**src/rtl/execute_stage_mdu.sv**
```systemverilog
// execute_stage_mdu
// Execute stage with an iterative multiply/divide unit and a registered EX/MEM
// output. Single-cycle ALU ops load EX/MEM at the next edge. mul (and divu
// when EXEC_MDU_DIV_EN is defined) run one bit per cycle. While they run,
// stall_out holds the front end and EX/MEM receives bubbles.
// Build option: define EXEC_MDU_DIV_EN to include the restoring divider.
// Without it, funct 011010 decodes as an unknown op.
module execute_stage_mdu #(
    parameter int XLEN = 32,
    parameter int REGW = 5,
    parameter int CNTW = 6
) (
    input  logic            clk,
    input  logic            rst_n,
    input  logic            in_valid,
    input  logic            flush,
    input  logic [1:0]      wb_ctl,
    input  logic [2:0]      m_ctl,
    input  logic            regdst,
    input  logic            alusrc,
    input  logic [1:0]      aluop,
    input  logic [XLEN-1:0] npcout,
    input  logic [XLEN-1:0] rdata1,
    input  logic [XLEN-1:0] rdata2,
    input  logic [XLEN-1:0] s_extendout,
    input  logic [REGW-1:0] instrout_2016,
    input  logic [REGW-1:0] instrout_1511,
    input  logic [5:0]      funct,
    output logic            stall_out,
    output logic            ex_valid,
    output logic [1:0]      wb_ctlout,
    output logic            branch,
    output logic            memread,
    output logic            memwrite,
    output logic [XLEN-1:0] EX_MEM_NPC,
    output logic [XLEN-1:0] alu_result,
    output logic [XLEN-1:0] rdata2out,
    output logic            zero,
    output logic [REGW-1:0] five_bit_muxout
);

    typedef enum logic [2:0] {
        OP_ADD, OP_SUB, OP_AND, OP_OR, OP_SLT, OP_MUL, OP_DIV, OP_ZERO
    } alu_op_t;

    typedef enum logic [1:0] {S_IDLE, S_BUSY, S_DONE} state_t;

    alu_op_t         alu_op;
    logic            is_mdu_op;
    logic [XLEN-1:0] operand_b;
    logic [REGW-1:0] dest_reg;
    logic [XLEN-1:0] br_target;
    logic [XLEN-1:0] sc_result;

    state_t          state_q, state_d;
    logic            accept;
    logic            last_iter;

    // MDU working registers: acc = product / remainder,
    // opa = multiplicand / dividend-then-quotient, opb = multiplier / divisor
    logic [CNTW-1:0] cnt_q;
    logic [XLEN-1:0] acc_q, acc_d;
    logic [XLEN-1:0] opa_q, opa_d;
    logic [XLEN-1:0] opb_q, opb_d;
    logic [XLEN-1:0] mdu_result;
    logic [1:0]      cap_wb_q;
    logic [2:0]      cap_m_q;
    logic [REGW-1:0] cap_dst_q;
    logic [XLEN-1:0] cap_npc_q;
    logic [XLEN-1:0] cap_rd2_q;
`ifdef EXEC_MDU_DIV_EN
    logic            is_div_q;
    logic [XLEN:0]   rem_shift;
    logic            div_ge;
    logic [XLEN-1:0] div_diff;
`endif

    // EX/MEM next-state
    logic            exm_valid_d, exm_valid_q;
    logic [1:0]      exm_wb_d, exm_wb_q;
    logic [2:0]      exm_m_d, exm_m_q;
    logic [XLEN-1:0] exm_npc_d, exm_npc_q;
    logic [XLEN-1:0] exm_res_d, exm_res_q;
    logic [XLEN-1:0] exm_rd2_d, exm_rd2_q;
    logic            exm_zero_d, exm_zero_q;
    logic [REGW-1:0] exm_dst_d, exm_dst_q;

    assign operand_b = alusrc ? s_extendout : rdata2;
    assign dest_reg  = regdst ? instrout_1511 : instrout_2016;
    assign br_target = npcout + s_extendout;
    assign is_mdu_op = (alu_op == OP_MUL) || (alu_op == OP_DIV);
    assign last_iter = (cnt_q == CNTW'(XLEN - 1));

    // ALU control decode from aluop/funct
    always_comb begin
        alu_op = OP_ADD;
        case (aluop)
            2'b00:   alu_op = OP_ADD;
            2'b01:   alu_op = OP_SUB;
            2'b11:   alu_op = OP_ADD;
            default: begin
                case (funct)
                    6'b100000: alu_op = OP_ADD;
                    6'b100010: alu_op = OP_SUB;
                    6'b100100: alu_op = OP_AND;
                    6'b100101: alu_op = OP_OR;
                    6'b101010: alu_op = OP_SLT;
                    6'b011000: alu_op = OP_MUL;
`ifdef EXEC_MDU_DIV_EN
                    6'b011010: alu_op = OP_DIV;
`endif
                    default:   alu_op = OP_ZERO;
                endcase
            end
        endcase
    end

    // Single-cycle ALU result; MDU ops never use this path
    always_comb begin
        sc_result = '0;
        case (alu_op)
            OP_ADD:  sc_result = rdata1 + operand_b;
            OP_SUB:  sc_result = rdata1 - operand_b;
            OP_AND:  sc_result = rdata1 & operand_b;
            OP_OR:   sc_result = rdata1 | operand_b;
            OP_SLT:  sc_result = {{(XLEN-1){1'b0}}, ($signed(rdata1) < $signed(operand_b))};
            default: sc_result = '0;
        endcase
    end

    // FSM state register
    always_ff @(posedge clk or negedge rst_n) begin
        if (!rst_n) state_q <= S_IDLE;
        else        state_q <= state_d;
    end

    // FSM next-state; flush returns to IDLE from any state
    always_comb begin
        state_d = state_q;
        case (state_q)
            S_IDLE:  if (accept) state_d = S_BUSY;
            S_BUSY:  if (last_iter) state_d = S_DONE;
            S_DONE:  state_d = S_IDLE;
            default: state_d = S_IDLE;
        endcase
        if (flush) state_d = S_IDLE;
    end

    // FSM outputs: accept a new MDU op, and hold the front end
    always_comb begin
        accept    = (state_q == S_IDLE) && in_valid && is_mdu_op && !flush;
        stall_out = accept || (state_q == S_BUSY);
    end

    // One MDU iteration: shift-add multiply, or restoring divide step
    always_comb begin
        acc_d = acc_q + (opb_q[0] ? opa_q : '0);
        opa_d = opa_q << 1;
        opb_d = opb_q >> 1;
`ifdef EXEC_MDU_DIV_EN
        rem_shift = {acc_q, opa_q[XLEN-1]};
        div_ge    = (rem_shift >= {1'b0, opb_q});
        div_diff  = rem_shift[XLEN-1:0] - opb_q;
        if (is_div_q) begin
            acc_d = div_ge ? div_diff : rem_shift[XLEN-1:0];
            opa_d = {opa_q[XLEN-2:0], div_ge};
            opb_d = opb_q;
        end
`endif
    end

`ifdef EXEC_MDU_DIV_EN
    assign mdu_result = is_div_q ? opa_q : acc_q;
`else
    assign mdu_result = acc_q;
`endif

    // MDU operand capture on accept, then one iteration per BUSY cycle
    always_ff @(posedge clk or negedge rst_n) begin
        if (!rst_n) begin
            cnt_q     <= '0;
            acc_q     <= '0;
            opa_q     <= '0;
            opb_q     <= '0;
            cap_wb_q  <= '0;
            cap_m_q   <= '0;
            cap_dst_q <= '0;
            cap_npc_q <= '0;
            cap_rd2_q <= '0;
`ifdef EXEC_MDU_DIV_EN
            is_div_q  <= 1'b0;
`endif
        end else if (accept) begin
            cnt_q     <= '0;
            acc_q     <= '0;
            opa_q     <= rdata1;
            opb_q     <= operand_b;
            cap_wb_q  <= wb_ctl;
            cap_m_q   <= m_ctl;
            cap_dst_q <= dest_reg;
            cap_npc_q <= br_target;
            cap_rd2_q <= rdata2;
`ifdef EXEC_MDU_DIV_EN
            is_div_q  <= (alu_op == OP_DIV);
`endif
        end else if (state_q == S_BUSY) begin
            cnt_q <= cnt_q + CNTW'(1);
            acc_q <= acc_d;
            opa_q <= opa_d;
            opb_q <= opb_d;
        end
    end

    // EX/MEM load select: flush > MDU completion > stall bubble > new op > bubble
    always_comb begin
        exm_valid_d = 1'b0;
        exm_wb_d    = '0;
        exm_m_d     = '0;
        exm_npc_d   = '0;
        exm_res_d   = '0;
        exm_rd2_d   = '0;
        exm_zero_d  = 1'b0;
        exm_dst_d   = '0;
        if (flush) begin
            exm_valid_d = 1'b0;
        end else if (state_q == S_DONE) begin
            exm_valid_d = 1'b1;
            exm_wb_d    = cap_wb_q;
            exm_m_d     = cap_m_q;
            exm_npc_d   = cap_npc_q;
            exm_res_d   = mdu_result;
            exm_rd2_d   = cap_rd2_q;
            exm_zero_d  = (mdu_result == '0);
            exm_dst_d   = cap_dst_q;
        end else if (stall_out) begin
            exm_valid_d = 1'b0;
        end else if (in_valid) begin
            exm_valid_d = 1'b1;
            exm_wb_d    = wb_ctl;
            exm_m_d     = m_ctl;
            exm_npc_d   = br_target;
            exm_res_d   = sc_result;
            exm_rd2_d   = rdata2;
            exm_zero_d  = (sc_result == '0);
            exm_dst_d   = dest_reg;
        end
    end

    // EX/MEM pipeline register
    always_ff @(posedge clk or negedge rst_n) begin
        if (!rst_n) begin
            exm_valid_q <= 1'b0;
            exm_wb_q    <= '0;
            exm_m_q     <= '0;
            exm_npc_q   <= '0;
            exm_res_q   <= '0;
            exm_rd2_q   <= '0;
            exm_zero_q  <= 1'b0;
            exm_dst_q   <= '0;
        end else begin
            exm_valid_q <= exm_valid_d;
            exm_wb_q    <= exm_wb_d;
            exm_m_q     <= exm_m_d;
            exm_npc_q   <= exm_npc_d;
            exm_res_q   <= exm_res_d;
            exm_rd2_q   <= exm_rd2_d;
            exm_zero_q  <= exm_zero_d;
            exm_dst_q   <= exm_dst_d;
        end
    end

    assign ex_valid        = exm_valid_q;
    assign wb_ctlout       = exm_wb_q;
    assign branch          = exm_m_q[2];
    assign memread         = exm_m_q[1];
    assign memwrite        = exm_m_q[0];
    assign EX_MEM_NPC      = exm_npc_q;
    assign alu_result      = exm_res_q;
    assign rdata2out       = exm_rd2_q;
    assign zero            = exm_zero_q;
    assign five_bit_muxout = exm_dst_q;

endmodule

```
**config.mk**
```make
export PLATFORM = sky130hd
export DESIGN_NAME = execute_stage_mdu
export DESIGN_NICKNAME = d
export VERILOG_FILES = /design/src/rtl/execute_stage_mdu.sv
export SDC_FILE = /design/constraint.sdc
export NUM_CORES = 1
export LEC_CHECK = 0
export CAP_MARGIN = 20
export CORE_MARGIN = 4
export CORE_UTILIZATION = 40
export DETAILED_ROUTE_END_ITERATION = 8
export PLACE_DENSITY = 0.7
export SLEW_MARGIN = 25
export SYNTH_ARGS = -nofsm -noshare
export SYNTH_HDL_FRONTEND = slang
export SYNTH_SLANG_ARGS = --single-unit
```
**constraint.sdc**
```tcl
create_clock -name clk -period 5.1 [get_ports clk]
set_input_delay 0.765 -clock clk [delete_from_list [all_inputs] [get_ports clk]]
set_output_delay 0.765 -clock clk [all_outputs]
set_load 0.01 [all_outputs]
```
==> impl_metrics.env, run 1 <==
export IMPL_outcome="complete, no violations"
export IMPL_synth_area_per_cell_um2=8.42
export IMPL_synth_async_sr_flop_share=1.00
export IMPL_placement_io_buffers=265
export IMPL_cts_made_buffers=35
export IMPL_post_drt_wl_per_cell_um=22.2
export IMPL_finalCriticalPeriod_ns=4.81
export IMPL_timing_rr_end="acc_q[25]$_DFFE_PN0P_"
export IMPL_number_of_enable_flip_flop_cells_after_synthesis=0
export IMPL_power_per_cell_area_nw_per_um2=324
export IMPL_netlist_area_leader_share=0.353
export IMPL_first_pass_iters=6
export IMPL_ctsRootBufferMaster="sky130_fd_sc_hd__clkbuf_16"
export IMPL_p_int_mw=5.56
export IMPL_switching_component_of_the_power_mw=3.02
export IMPL_most_frequent_standard_cell_in_the_layout_excluding_fill_and_tap_cells="sky130_fd_sc_hd__nand2_1"
export IMPL_share_comb_of_total_power=0.341
export IMPL_first_global_vias=19800
export IMPL_max_slew_worst_pin_slew_ns=1.02
export IMPL_synth_area_um2=20300
export IMPL_reg2reg_from="opb_q[0]$_DFFE_PN0P_"
export IMPL_final_hold_violation_count=0
export IMPL_worstSetupEndpointType="flop"
export IMPL_final_cell_mix="369 x sky130_fd_sc_hd__nand2_1, 286 x sky130_fd_sc_hd__dfrtp_1, 261 x sky130_fd_sc_hd__clkdlybuf4s50_1"
export IMPL_timing_final_max_slew_violations=0
export IMPL_synth_sequential_area_ratio=0.353
export IMPL_post_route_util=0.528
export IMPL_final_setup_skew_ns=0.0259
export IMPL_die_width_um=233
export IMPL_drc_marker_count_from_the_first_detailed_route_iteration=1739
export IMPL_clk_path_buf_depth=3
export IMPL_final_antenna_net_count=0
export IMPL_fp_dieArea_um2=54400
export IMPL_final_setup_viol_count=0
export IMPL_globalplace_congestion=0.978
export IMPL_ir_drop_v=0.000207
export IMPL_clk_pin_slew_ns=0.06
export IMPL_ys_seq_elements=286
export IMPL_layoutNonFillerInstCount=3527
export IMPL_groute_usage_overall=0.281
export IMPL_insertedDiodeCount=0
export IMPL_cts_tree="done"
export IMPL_switching_share=0.352
export IMPL_timing_final_crit_share=0.944
export IMPL_worst_endpoint_data_arrival_time_ns=5.30
export IMPL_cts_max_level=2
export IMPL_route_detailed_drc=0
export IMPL_placedCellCount=3464
export IMPL_core_um2=50200
export IMPL_max_cap_violations=0
export IMPL_syn_nets=2749
export IMPL_hpwlAfterDp_um=59100
export IMPL_layout_drive_gt1_share=0.129
export IMPL_max_clock_freq_ghz=0.208
export IMPL_cp_max_fo=6
export IMPL_first_pass_grt_wire_length_um=119000
export IMPL_finalNetCount=3167
export IMPL_timing_critical_path_from_type="primary input"
export IMPL_start_util=0.405
export IMPL_antenna_found_initial=3
export IMPL_worst_ep_required_time_ns=5.58
export IMPL_slew_headroom=0.322
export IMPL_drt_vias_per_instance=5.72
export IMPL_totalWireLength_um=78300
export IMPL_globalRoute_totalOverflow=0
export IMPL_ioPinCount=266
export IMPL_syn2layout_area_growth_pct=30.4
export IMPL_numClockSinks=286
export IMPL_holdCritPathClass="primary input to asynchronous set/reset pin"
export IMPL_worstSkewPairLatency_ns=0.57
export IMPL_pwr_share_clk=0.308
export IMPL_power_static_leakage_nw=12.8
export IMPL_ys_dominant_reg_cell="sky130_fd_sc_hd__dfrtp_1"
export IMPL_r2r_worst_path_cells=15
export IMPL_synth_area_leaders="sky130_fd_sc_hd__dfrtp_1 35%, sky130_fd_sc_hd__ha_1 11%, sky130_fd_sc_hd__nand2_1 6.8%, sky130_fd_sc_hd__a21oi_1 5.1%, sky130_fd_sc_hd__mux2i_1 3.8%"
export IMPL_kind_of_critical_path="primary input to flop"
export IMPL_die_height_um=233
export IMPL_row_count=82
export IMPL_r2r_setup_slack_ns=0.77
export IMPL_grt_max_degree=155
export IMPL_count_of_different_cell_masters_after_synthesis=89
export IMPL_grt_setup_unrepaired="no"
export IMPL_synthesis_instances=2411
export IMPL_synth_top_cell_by_area="sky130_fd_sc_hd__dfrtp_1"
export IMPL_via_count=20200
export IMPL_synth_yosys_warnings=0
export IMPL_seq_power_share=0.351
-- worst max path at each step --
stage | start | end | cells past startpoint
6_report | rdata2[6] | zero$_DFF_PN0_ | 18
3_3_place_gp | rdata2[6] | zero$_DFF_PN0_ | 18
4_1_cts | rdata2[6] | zero$_DFF_PN0_ | 18
3_5_place_dp | rdata2[6] | zero$_DFF_PN0_ | 18
2_1_floorplan | alusrc | zero$_DFF_PN0_ | 18
5_1_grt | s_extendout[0] | zero$_DFF_PN0_ | 18
-- routing by layer --
layer | GRT usage | wire length (um) | vias up
met2 | 0.453 | 36200 | 791
met5 | 0 | 27 | -
met4 | 0.104 | 3280 | 4
met3 | 0.0445 | 5100 | 178
li1 | - | - | 9398
met1 | 0.382 | 33700 | 9794
-- power groups by stage --
stage | Sequential [mW] | Clock [mW] | Combinational (mW)
after CTS | 3.01 | 2.70 | 2.90
after floorplan | 2.95 | 0 | 1.67
after global placement | 3.03 | 0 | 2.82
after detailed placement | 3.04 | 0 | 2.88
final | 3.02 | 2.64 | 2.93
after global routing | 3.07 | 2.79 | 3.21
-- registers in the layout, indices dropped and copies added, names as in the netlist, 3 cells and up --
signal	cells
exm_m_q	3
cap_m_q	3
acc_q	32
cap_rd2_q	32
cap_dst_q	5
alu_result	32
opa_q	32
five_bit_muxout	5
opb_q	32
cap_npc_q	32
EX_MEM_NPC	32
cnt_q	6
rdata2out	32
-- cell usage after synthesis, types with 10 or more instances --
library cell	count
sky130_fd_sc_hd__a211o_1	12
sky130_fd_sc_hd__a211oi_1	58
sky130_fd_sc_hd__a21o_1	48
sky130_fd_sc_hd__a21oi_1	207
sky130_fd_sc_hd__a221o_1	15
sky130_fd_sc_hd__a22oi_1	50
sky130_fd_sc_hd__a31oi_1	11
sky130_fd_sc_hd__and2_1	38
sky130_fd_sc_hd__and3_1	13
sky130_fd_sc_hd__buf_1	23
sky130_fd_sc_hd__clkbuf_1	103
sky130_fd_sc_hd__dfrtp_1	286
sky130_fd_sc_hd__ha_1	177
sky130_fd_sc_hd__inv_1	110
sky130_fd_sc_hd__mux2_2	11
sky130_fd_sc_hd__mux2i_1	78
sky130_fd_sc_hd__nand2_1	369
sky130_fd_sc_hd__nand2b_1	32
sky130_fd_sc_hd__nand3_1	82
sky130_fd_sc_hd__nand4_1	20
sky130_fd_sc_hd__nor2_1	203
sky130_fd_sc_hd__nor2b_1	16
sky130_fd_sc_hd__nor3_1	36
sky130_fd_sc_hd__nor4_1	18
sky130_fd_sc_hd__o211ai_1	12
sky130_fd_sc_hd__o21a_1	12
sky130_fd_sc_hd__o21ai_0	111
sky130_fd_sc_hd__o21bai_1	20
sky130_fd_sc_hd__o221ai_1	10
sky130_fd_sc_hd__o22ai_1	11
sky130_fd_sc_hd__or3_1	13
sky130_fd_sc_hd__xnor2_1	30
sky130_fd_sc_hd__xor2_1	29
-- timing repair --
action / in CTS / in global routing
hold buffers: 0 / 0
setup buffers: 0 / 0
gates resized for setup: 0 / 2
setup endpoints to repair: 0 / 1
-- cell type report --
cell class | count | area, um2
timing repair buffer | 518 | 4590
sequential | 286 | 7160
inverter | 112 | 420
clock inverter | 12 | 164
multi-input combinational | 1876 | 12200
tap | 672 | 841
clock buffer | 51 | 1050
fill | 4631 | 23700
-- stage by stage --
step | worst slack [ns] | power (mW) | area [um2] | hold slack (ns) | TNS, ns
after floorplan | 0.136 | 4.62 | 20300 | 0.439 | 0
after global placement | -0.409 | 5.85 | 25300 | 0.448 | -0.409
after detailed placement | -0.417 | 5.93 | 25300 | 0.455 | -0.417
after CTS | 0.135 | 8.61 | 26500 | 0.345 | 0
after global routing | 0.00438 | 9.07 | 26500 | 0.378 | 0
final | 0.285 | 8.59 | 26500 | 0.313 | 0
-- worst max-delay path: stages --
cell	delay, ns
sky130_fd_sc_hd__clkdlybuf4s50_1	0.45
sky130_fd_sc_hd__mux2i_1	0.36
sky130_fd_sc_hd__inv_1	0.11
sky130_fd_sc_hd__ha_1	0.22
sky130_fd_sc_hd__a2111oi_1	0.49
sky130_fd_sc_hd__buf_4	0.18
sky130_fd_sc_hd__o21ai_1	0.10
sky130_fd_sc_hd__a41oi_2	0.33
sky130_fd_sc_hd__nor2_1	0.09
sky130_fd_sc_hd__a211o_1	0.27
sky130_fd_sc_hd__a22oi_1	0.24
sky130_fd_sc_hd__nand4_1	0.14
sky130_fd_sc_hd__or4_1	0.49
sky130_fd_sc_hd__nor4_2	0.34
sky130_fd_sc_hd__buf_4	0.16
sky130_fd_sc_hd__nand4_1	0.09
sky130_fd_sc_hd__nor4_1	0.30
sky130_fd_sc_hd__a41o_1	0.15
-- logic make-up after synthesis --
kind of cell | count (synthesis) | synth area share
buffers and inverters | 249 | 0.0470
flip-flops | 286 | 0.353
AO/OA/AOI/OAI | 676 | 0.224
XOR/XNOR | 59 | 0.0255
multiplexers | 89 | 0.0446
adder cells (fa/ha/maj) | 181 | 0.113
AND/OR/NAND/NOR | 871 | 0.193
(Power assumes the default switching activity.)
==> run 2: changes to the inputs <==
- CAP_MARGIN: 20 -> not set
==> results of run 2 <==
Final layout, timing and power as in run 1 (identical DEF).
